File: src/rtl/pipe_datapath_memory_lsu_pkg.sv
// Shared types and constants for the memory-stage load/store unit.
// Holds the access-size decode, the funct3 codes and the request FSM states.
package pipe_datapath_memory_lsu_pkg;

    localparam int XLEN = 32;

    localparam logic [2:0] F3_LB  = 3'b000;
    localparam logic [2:0] F3_LH  = 3'b001;
    localparam logic [2:0] F3_LW  = 3'b010;
    localparam logic [2:0] F3_LBU = 3'b100;
    localparam logic [2:0] F3_LHU = 3'b101;
    localparam logic [2:0] F3_SB  = 3'b000;
    localparam logic [2:0] F3_SH  = 3'b001;
    localparam logic [2:0] F3_SW  = 3'b010;

    typedef enum logic {
        ST_IDLE,
        ST_WAIT
    } lsu_state_e;

    typedef enum logic [1:0] {
        SZ_BYTE,
        SZ_HALF,
        SZ_WORD
    } access_size_e;

    // The low two funct3 bits give the size; bit 2 only selects zero-extension.
    function automatic access_size_e size_of(input logic [2:0] funct3);
        case (funct3 & 3'b011)
            F3_LB:   size_of = SZ_BYTE;
            F3_LH:   size_of = SZ_HALF;
            default: size_of = SZ_WORD;
        endcase
    endfunction

    function automatic logic is_illegal_f3(input logic [2:0] funct3);
        is_illegal_f3 = (funct3 == 3'b011) || (funct3 == 3'b110) || (funct3 == 3'b111);
    endfunction

endpackage

File: src/rtl/pipe_datapath_memory_lsu_load_extend.sv
// Load lane extraction: picks the byte/half addressed by addr_lo out of the
// memory word and sign- or zero-extends it to XLEN.
module pipe_load_extend
    import pipe_datapath_memory_lsu_pkg::*;
(
    input  logic [2:0]      funct3,
    input  logic [1:0]      addr_lo,
    input  logic [XLEN-1:0] word,
    output logic [XLEN-1:0] data
);

    logic [7:0]  byte_sel;
    logic [15:0] half_sel;
    logic        zero_ext;

    // NOTE: every signal gets a default at the top of a combinational block so no path infers a latch.
    always_comb begin
        byte_sel = word[7:0];
        half_sel = addr_lo[1] ? word[31:16] : word[15:0];
        zero_ext = funct3[2];
        case (addr_lo)
            2'd1:    byte_sel = word[15:8];
            2'd2:    byte_sel = word[23:16];
            2'd3:    byte_sel = word[31:24];
            default: byte_sel = word[7:0];
        endcase

        case (size_of(funct3))
            SZ_BYTE: data = zero_ext ? {{(XLEN-8){1'b0}}, byte_sel}
                                     : {{(XLEN-8){byte_sel[7]}}, byte_sel};
            SZ_HALF: data = zero_ext ? {{(XLEN-16){1'b0}}, half_sel}
                                     : {{(XLEN-16){half_sel[15]}}, half_sel};
            default: data = word;
        endcase
    end

endmodule

File: src/rtl/pipe_datapath_memory_lsu.sv
// RV32I memory stage with MEM/WB register: issues req/ack data-memory accesses,
// stalls M and earlier while an access is outstanding, and retires into W.
module pipe_datapath_memory_lsu
    import pipe_datapath_memory_lsu_pkg::*;
#(
    parameter bit MISALIGN_CHECK = 1'b1,
    parameter int RD_W           = 5
) (
    input  logic            i_clk,
    input  logic            i_rst,
    input  logic            i_dp_validM,
    input  logic            i_dp_MemReadM,
    input  logic            i_dp_MemWriteM,
    input  logic [2:0]      i_dp_funct3M,
    input  logic [XLEN-1:0] i_dp_AddrM,
    input  logic [XLEN-1:0] i_dp_WriteDataM,
    input  logic [XLEN-1:0] i_dp_4to1muxM,
    input  logic            i_dp_ResultSrcM,
    input  logic            i_dp_RegWriteM,
    input  logic [RD_W-1:0] i_dp_RdM,
    output logic            o_dmem_req,
    output logic            o_dmem_we,
    output logic [XLEN-1:0] o_dmem_addr,
    output logic [XLEN-1:0] o_dmem_wdata,
    output logic [3:0]      o_dmem_be,
    input  logic            i_dmem_ack,
    input  logic [XLEN-1:0] i_dmem_rdata,
    output logic            o_dp_stallM,
    output logic            o_dp_validW,
    output logic [XLEN-1:0] o_dp_ReadDataW,
    output logic [XLEN-1:0] o_dp_4to1muxW,
    output logic            o_dp_ResultSrcW,
    output logic            o_dp_RegWriteW,
    output logic [RD_W-1:0] o_dp_RdW,
    output logic            o_dp_excW
);

    lsu_state_e      state, state_next;
    access_size_e    size;
    logic            memop;
    logic            misaligned;
    logic            exc;
    logic            access;
    logic [1:0]      lane;
    logic [XLEN-1:0] load_data;

    // Access decode: size, misalignment and the (possibly force-aligned) lane offset.
    always_comb begin
        size       = size_of(i_dp_funct3M);
        memop      = i_dp_validM && (i_dp_MemReadM || i_dp_MemWriteM);
        misaligned = is_illegal_f3(i_dp_funct3M);
        lane       = 2'b00;
        case (size)
            SZ_BYTE: lane = i_dp_AddrM[1:0];
            SZ_HALF: begin
                lane       = {i_dp_AddrM[1], 1'b0};
                misaligned = misaligned || i_dp_AddrM[0];
            end
            default: misaligned = misaligned || (i_dp_AddrM[1:0] != 2'b00);
        endcase
        exc    = MISALIGN_CHECK && memop && misaligned && (state == ST_IDLE);
        access = memop && !exc;
    end

    // NOTE: sequential state uses non-blocking assignments so every flop samples pre-edge values.
    always_ff @(posedge i_clk) begin
        if (i_rst) state <= ST_IDLE;
        else       state <= state_next;
    end

    always_comb begin
        state_next = state;
        case (state)
            ST_IDLE: if (access && !i_dmem_ack) state_next = ST_WAIT;
            ST_WAIT: if (i_dmem_ack)            state_next = ST_IDLE;
            default:                            state_next = ST_IDLE;
        endcase
    end

    // Reset gates req combinationally so a pending request drops in the reset cycle itself.
    always_comb begin
        o_dmem_req   = !i_rst && ((state == ST_WAIT) || ((state == ST_IDLE) && access));
        o_dp_stallM  = o_dmem_req && !i_dmem_ack;
        o_dmem_we    = o_dmem_req && i_dp_MemWriteM;
        o_dmem_addr  = {i_dp_AddrM[XLEN-1:2], 2'b00};
        o_dmem_be    = 4'b0000;
        o_dmem_wdata = '0;
        if (o_dmem_req) begin
            case (size)
                SZ_BYTE: o_dmem_be = 4'b0001 << lane;
                SZ_HALF: o_dmem_be = 4'b0011 << lane;
                default: o_dmem_be = 4'b1111;
            endcase
        end
        if (o_dmem_we) begin
            case (size)
                SZ_BYTE: o_dmem_wdata = {4{i_dp_WriteDataM[7:0]}};
                SZ_HALF: o_dmem_wdata = {2{i_dp_WriteDataM[15:0]}};
                default: o_dmem_wdata = i_dp_WriteDataM;
            endcase
        end
    end

    pipe_load_extend u_load_extend (
        .funct3  (i_dp_funct3M),
        .addr_lo (lane),
        .word    (i_dmem_rdata),
        .data    (load_data)
    );

    // MEM/WB register: never stalls; a held or empty M stage becomes a bubble.
    always_ff @(posedge i_clk) begin
        if (i_rst || o_dp_stallM || !i_dp_validM) begin
            o_dp_validW     <= 1'b0;
            o_dp_ReadDataW  <= '0;
            o_dp_4to1muxW   <= '0;
            o_dp_ResultSrcW <= 1'b0;
            o_dp_RegWriteW  <= 1'b0;
            o_dp_RdW        <= '0;
            o_dp_excW       <= 1'b0;
        end else begin
            o_dp_validW     <= 1'b1;
            o_dp_ReadDataW  <= (o_dmem_req && i_dmem_ack && i_dp_MemReadM) ? load_data : '0;
            o_dp_4to1muxW   <= i_dp_4to1muxM;
            o_dp_ResultSrcW <= i_dp_ResultSrcM;
            o_dp_RegWriteW  <= i_dp_RegWriteM && !exc;
            o_dp_RdW        <= i_dp_RdM;
            o_dp_excW       <= exc;
        end
    end

endmodule
File: config.mk
export PLATFORM = sky130hd
export DESIGN_NAME = pipe_datapath_memory_lsu
export DESIGN_NICKNAME = d
export VERILOG_FILES = /design/src/rtl/pipe_datapath_memory_lsu_pkg.sv /design/src/rtl/pipe_datapath_memory_lsu_load_extend.sv /design/src/rtl/pipe_datapath_memory_lsu.sv
export SDC_FILE = /design/constraint.sdc
export NUM_CORES = 1
export LEC_CHECK = 0
export ABC_AREA = 1
export BUFFER_PORTS_ARGS = -buffer_cell sky130_fd_sc_hd__clkbuf_2
export CAP_MARGIN = 10
export CORE_AREA = 2 2 112 114
export CTS_BUF_LIST = sky130_fd_sc_hd__clkbuf_4 sky130_fd_sc_hd__clkbuf_8
export CTS_CLUSTER_DIAMETER = 200
export DETAILED_ROUTE_END_ITERATION = 10
export DIE_AREA = 0 0 114 116
export PLACE_DENSITY = 0.68
export REMOVE_ABC_BUFFERS = 1
export SLEW_MARGIN = 5
export SYNTH_ARGS = -nofsm -noshare
export SYNTH_HDL_FRONTEND = slang
export SYNTH_HIERARCHICAL = 1
export SYNTH_SLANG_ARGS = --single-unit
File: constraint.sdc
create_clock -name i_clk -period 1.9 [get_ports i_clk]
set_input_delay 0.19 -clock i_clk [delete_from_list [all_inputs] [get_ports i_clk]]
set_output_delay 0.19 -clock i_clk [all_outputs]
set_load 0.01 [all_outputs]
# After elaboration in Yosys (flattened, before gate mapping)
# Index checks and enable logic that the tools add are counted.
[word_totals]
reg_bits = 74
output_inout_bits = 144
word_cells = 64
[op_classes]
eq_ne = 8
n_shift = 2
muxes = 16
bitwise_logic = 2
n_reduce_logical = 28
[ops]
columns = ["cell", "n"]
rows = [
  ["$pmux W32 S2", 2],
  ["$mux W32", 3],
  ["$pmux W8 S3", 1],
  ["$mux W16", 1],
  ["$logic_and A1 B1 Y1", 12],
  ["$logic_or A1 B1 Y1", 8],
  ["$pmux W2 S2", 2],
  ["$pmux W4 S2", 1],
  ["$eq A2 B1 Y1 const B", 3],
  ["$eq A3 B3 Y1 const B", 2],
  ["$eq A2 B2 Y1 const B", 2],
  ["$logic_not A1 Y1", 4],
  ["$mux W4", 1],
  ["$pmux W1 S2", 2],
  ["$shl A1 B2 Y4 const A", 1],
  ["$shl A2 B2 Y4 const A", 1],
  ["$eq A3 B2 Y1 const B", 1],
  ["$logic_not A3 Y1", 1],
  ["$mux W1", 3],
  ["$logic_not A2 Y1", 1],
  ["$not A1 Y1", 2],
  ["$reduce_bool A2 Y1", 1],
  ["$reduce_or A2 Y1", 1],
]

# Logic depth before layout (Yosys ltp)
[logic_depth]
depth_word = 16
depth_mapped = 13
ltp_nobuf = 12

# Hierarchy
# Netlist, hierarchy kept.
[modules_own_cells]
columns = ["mod", "instances", "cells_per_inst", "area_per_inst_um2", "seq_area_each_um2"]
rows = [
  ["pipe_datapath_memory_lsu", 1, 393, 3108.0, 1481.4],
  ["pipe_load_extend", 1, 169, 880.8, 0.0],
]

# Worst setup path after synthesis
# No wires, ideal clock.
[synth_path]
path_kind = "input -> register"
startpoint = "input i_dp_funct3M[1]"
endpoint = "register o_dp_ReadDataW[8]"
setup_time_ns = 0.062
arrival_ns = 1.445
t_required_ns = 1.838
setup_slack_ns = 0.393
path_stages = 10
cell_sequence = "buf_2 -> nor2_1 -> buf_6 -> nor2_4 -> a21oi_2 -> nand3_4 -> buf_6 -> nand3_2 -> inv_1 -> nor2_2"
[synth_via]
word_cells_on_any_way = 36
[synth_rtl]
columns = ["element", "line", "rtl"]
rows = [
  ["from (decl)", "pipe_datapath_memory_lsu.sv:14", "input logic [2:0] i_dp_funct3M,"],
  ["$eq A2 B1 Y1 / $logic_not A3 Y1 (equally long branches)", "pipe_datapath_memory_lsu_pkg.sv:29", "case (funct3 & 3'b011)"],
  ["$pmux W2 S2 (*)", "pipe_datapath_memory_lsu_pkg.sv:29", ""],
  ["$eq A2 B1 Y1 / $logic_not A2 Y1 (equally long branches)", "pipe_datapath_memory_lsu.sv:53", "case (size)"],
  ["$pmux W2 S2 (*)", "pipe_datapath_memory_lsu.sv:53", ""],
  ["via lane[1]", "pipe_datapath_memory_lsu.sv:44", "logic [1:0] lane;"],
  ["$eq A2 B2 Y1 / $eq A2 B1 Y1 (equally long branches)", "pipe_datapath_memory_lsu_load_extend.sv:21", "case (addr_lo)"],
  ["$pmux W8 S3", "pipe_datapath_memory_lsu_load_extend.sv:21", ""],
  ["$mux W32", "pipe_datapath_memory_lsu_load_extend.sv:29", "SZ_BYTE: data = zero_ext ? {{(XLEN-8){1'b0}}, byte_sel}"],
  ["$pmux W32 S2 (*)", "pipe_datapath_memory_lsu_load_extend.sv:28", "case (size_of(funct3))"],
  ["via load_data[8]", "pipe_datapath_memory_lsu.sv:45", "logic [XLEN-1:0] load_data;"],
  ["to (signal assigned)", "pipe_datapath_memory_lsu.sv:123", "o_dp_ReadDataW <= (o_dmem_req && i_dmem_ack && i_dp_MemReadM) ? load_data : '0;"],
  ["to (decl)", "pipe_datapath_memory_lsu.sv:30", "output logic [XLEN-1:0] o_dp_ReadDataW,"],
]
# Mark *: on every way through the listed nets, which the timed path passes. The rest lies on a longest branch.
# A chain may end at the register's enable or synchronous reset.

# Final worst setup path
[layout_path]
startpoint = "input i_dp_MemWriteM"
endpoint = "output o_dmem_wdata[7]"
[layout_via]
elab_chain_cells = 11
[layout_lines]
columns = ["element", "line", "rtl"]
rows = [
  ["from (decl)", "pipe_datapath_memory_lsu.sv:13", "input logic i_dp_MemWriteM,"],
  ["$logic_or A1 B1 Y1", "pipe_datapath_memory_lsu.sv:50", "memop = i_dp_validM && (i_dp_MemReadM || i_dp_MemWriteM);"],
  ["$logic_and A1 B1 Y1", "pipe_datapath_memory_lsu.sv:50", ""],
  ["$logic_and A1 B1 Y1 (2 in series)", "pipe_datapath_memory_lsu.sv:61", "exc = MISALIGN_CHECK && memop && misaligned && (state == ST_IDLE);"],
  ["$logic_not A1 Y1", "pipe_datapath_memory_lsu.sv:62", "access = memop && !exc;"],
  ["$logic_and A1 B1 Y1", "pipe_datapath_memory_lsu.sv:62", ""],
  ["$logic_and A1 B1 Y1", "pipe_datapath_memory_lsu.sv:82", "o_dmem_req = !i_rst && ((state == ST_WAIT) || ((state == ST_IDLE) && access));"],
  ["$logic_or A1 B1 Y1", "pipe_datapath_memory_lsu.sv:82", ""],
  ["$logic_and A1 B1 Y1", "pipe_datapath_memory_lsu.sv:82", ""],
  ["$logic_and A1 B1 Y1 (*)", "pipe_datapath_memory_lsu.sv:84", "o_dmem_we = o_dmem_req && i_dp_MemWriteM;"],
  ["$mux W32 (*)", "pipe_datapath_memory_lsu.sv:95", "if (o_dmem_we) begin"],
  ["to (decl)", "pipe_datapath_memory_lsu.sv:24", "output logic [XLEN-1:0] o_dmem_wdata,"],
]
# Every way passes the cells marked *; elsewhere a longest branch is shown, timed or not.

==> run_results.csv <==
group,metric,value,unit
sta,fin_tns_setup,0,ns
detailed_routing,drc,0,
place,place_ws,0.00521,ns
synth,syn_avg_cell_area,7.10,µm²
sta,finalWorstSetupSlack,0.0396,ns
detailed_routing,route.vias.total,4099,
global_routing,grt.total_usage,18.4,%
detailed_routing,drt_first_iter_violations,207,
cells_and_area,ff_latch_area,0.00148,mm²
sta,clock_skew,0.00715,ns
die,initial_core_util,33.5,%
cells_and_area,layout_common_cells,"clkbuf_2, nand2_1, inv_1",
clock_network,clk_latency,0.34,ns
setup_path,crit_family,"simple AND/OR/NAND/NOR gates",
cells_and_area,fillers,1248,
detailed_routing,ant_nets,0,
place,hpwl,9.77,mm
die,io_pins,288,
sta,timing.hold.ws,0.0273,ns
power,max-vdd-ir-drop,0.263,mV
die,die_y,116,µm
place,io_buffers,225,
synth,postSynthCellCount,562,
place,place_inst,891,
die,die_x,114,µm
synth,yosysWarnings,6,
clock_network,cts-root-buf,"clkbuf_8",
setup_path,start_kind,"input pin",
place,place_congestion,0.789,
die,die_area,0.0132,mm²
cells_and_area,final_common_cell,"clkbuf_2",
sta,post-route-period-util,97.9,%
cells_and_area,diodes,0,
sta,tightest_slew,0.607,ns
synth,synthesis.area,0.00399,mm²
cells_and_area,multi_input_area,0.00181,mm²
sta,slew_headroom,59.3,%
setup_path,worstPathRequired,1.71,ns
sta,slew_violations,0,
clock_network,cts_tree,"done",
detailed_routing,wl,12.9,mm
sta,hold_viol,0,
global_routing,grt_pass1_vias,3672,
detailed_routing,drt-pass1-iter-count,4,
job,cap_violations,0,
setup_path,crit_buf_inv,3,
synth,synth.distinct_cells,29,
cells_and_area,drive_above_1_share,45.2,%
cells_and_area,finalNetCount,913,
cells_and_area,syn_to_final_growth,36.6,%
die,rows,40,
cells_and_area,fin_cells,921,
die,core,0.0119,mm²
power,p_leak,3.19,nW
clock_network,cts_buffers,9,
detailed_routing,routed_via_density,4.45,
setup_path,crit_arrival,1.67,ns
cells_and_area,final_util,45.7,%
power,power_density,680,mW/mm²
global_routing,grt_pass1_wl,18.7,mm
detailed_routing,wire_per_inst,14.0,µm
worst_hold_path,hp-class,"input pin to register",
global_routing,grt_max_degree,42,
synth,ys_seq_area_share,37.1,%
synth,yosys_register_bits,74,
cells_and_area,fin_area,0.00545,mm²
clock_network,cts.path.max_buffers,2,
power,finalPower,3.71,mW
clock_network,cts_sinks,74,
clock_network,htreeDepth,3,
setup_path,path_cells,"clkbuf_2, o21ai_2, nor2_2, nand2_2, nand2_2, nand2_4, nand2_8, inv_12, nand2_8, nor2_2, buf_2",
run_status,status,"finished clean",
global_routing,antenna_found_initial,0,
sta,min_period,1.86,ns
setup_path,crit_slowest_cell,"clkbuf_2",
place,place_area,0.00496,mm²
sta,final-setup-viol-count,0,
sta,timing.fmax,538,MHz
sta,rsz0062_at_grt,"true",
clock_network,clk_pin_slew,0.08,ns
global_routing,overflow,0,
setup_path,crit_fanout,8,
setup_path,end_kind,"output port",
setup_path,critical-path-max-stage-delay,0.31,ns
setup_path,crit_type,"input pin to output port",
[state kept, by name (all words and copies together) (netlist names)]
| signal | cells |
|---|---|
| o_dp_4to1muxW | 32 |
| o_dp_RdW | 5 |
| o_dp_ReadDataW | 32 |
| o_dp_RegWriteW | 1 |
| o_dp_ResultSrcW | 1 |
| o_dp_excW | 1 |
| o_dp_validW | 1 |
| state | 1 |
[kinds of logic after synthesis]
| logic type | Yosys count | synth area share (%) |
|---|---|---|
| other | 1 | 0.0940 |
| buffers and inverters | 157 | 21.1 |
| flip-flops | 74 | 37.1 |
| AO/OA/AOI/OAI | 38 | 5.02 |
| AND/OR/NAND/NOR | 292 | 36.6 |
[layer usage]
layer,vias to the layer above,track usage [%],part of all wire [%]
met2,198,30.4,48
met4,2,5.77,2.4
met3,28,7.95,9.2
met5,-,2.22,0.33
met1,1813,21.6,40
li1,2058,-,-
[tightest hold or removal path, stage by stage]
cell and delay [ns]:
clkbuf_2 0.08, inv_1 0.04, nor2_1 0.03
[area by class of cell]
class / count / area share [%]
multi-input cells: 336 / 33.2
clock buffers: 10 / 2.41
clock inverters: 6 / 1.65
repair buffers: 247 / 25.0
flip-flops and latches: 74 / 27.2
inverters: 101 / 7.19
well taps: 147 / 3.38
[synthesized netlist by cell type (all sizes together)]
cell type / number / share of area (%)
a21oi: 17 / 2.3
nor2: 127 / 14
o211ai: 1 / 0.19
conb: 1 / 0.094
clkbuf: 4 / 0.38
nor3: 4 / 0.50
and3: 1 / 0.16
inv: 101 / 9.7
dfxtp: 74 / 37
nand3: 51 / 9.5
nand2: 109 / 12
buf: 52 / 11
o21ai: 20 / 2.5
[worst paths after layout]
check                                  startpoint                           end  slack [ns]  depth (start not counted)
worst max register to register   state$_SDFF_PP0_  o_dp_ReadDataW[2]$_SDFF_PP0_        0.43                         11
worst max-delay path               i_dp_MemWriteM               o_dmem_wdata[7]        0.04                         11
worst min-delay path            i_dp_4to1muxM[13]  o_dp_4to1muxW[13]$_SDFF_PP0_        0.03                          3
worst min register to register   state$_SDFF_PP0_          o_dp_excW$_SDFF_PP0_        0.71                          6
[power breakdown]
| part | internal, mW | switching, mW |
|---|---|---|
| Clock | 0.759 | 0.608 |
| Sequential | 1.59 | 0.0104 |
| Combinational | 0.304 | 0.436 |
[what timing repair did]
action                                 in CTS  in global routing
hold buffers                                4                  2
setup endpoints to repair                  33                 34
resized for setup                           2                 38
pin swaps                                   1                  5
gates cloned                                1                  3
endpoints found under the hold margin       4                  2
buffers inserted                            0                  4
Power figures use the tool's default switching activity.
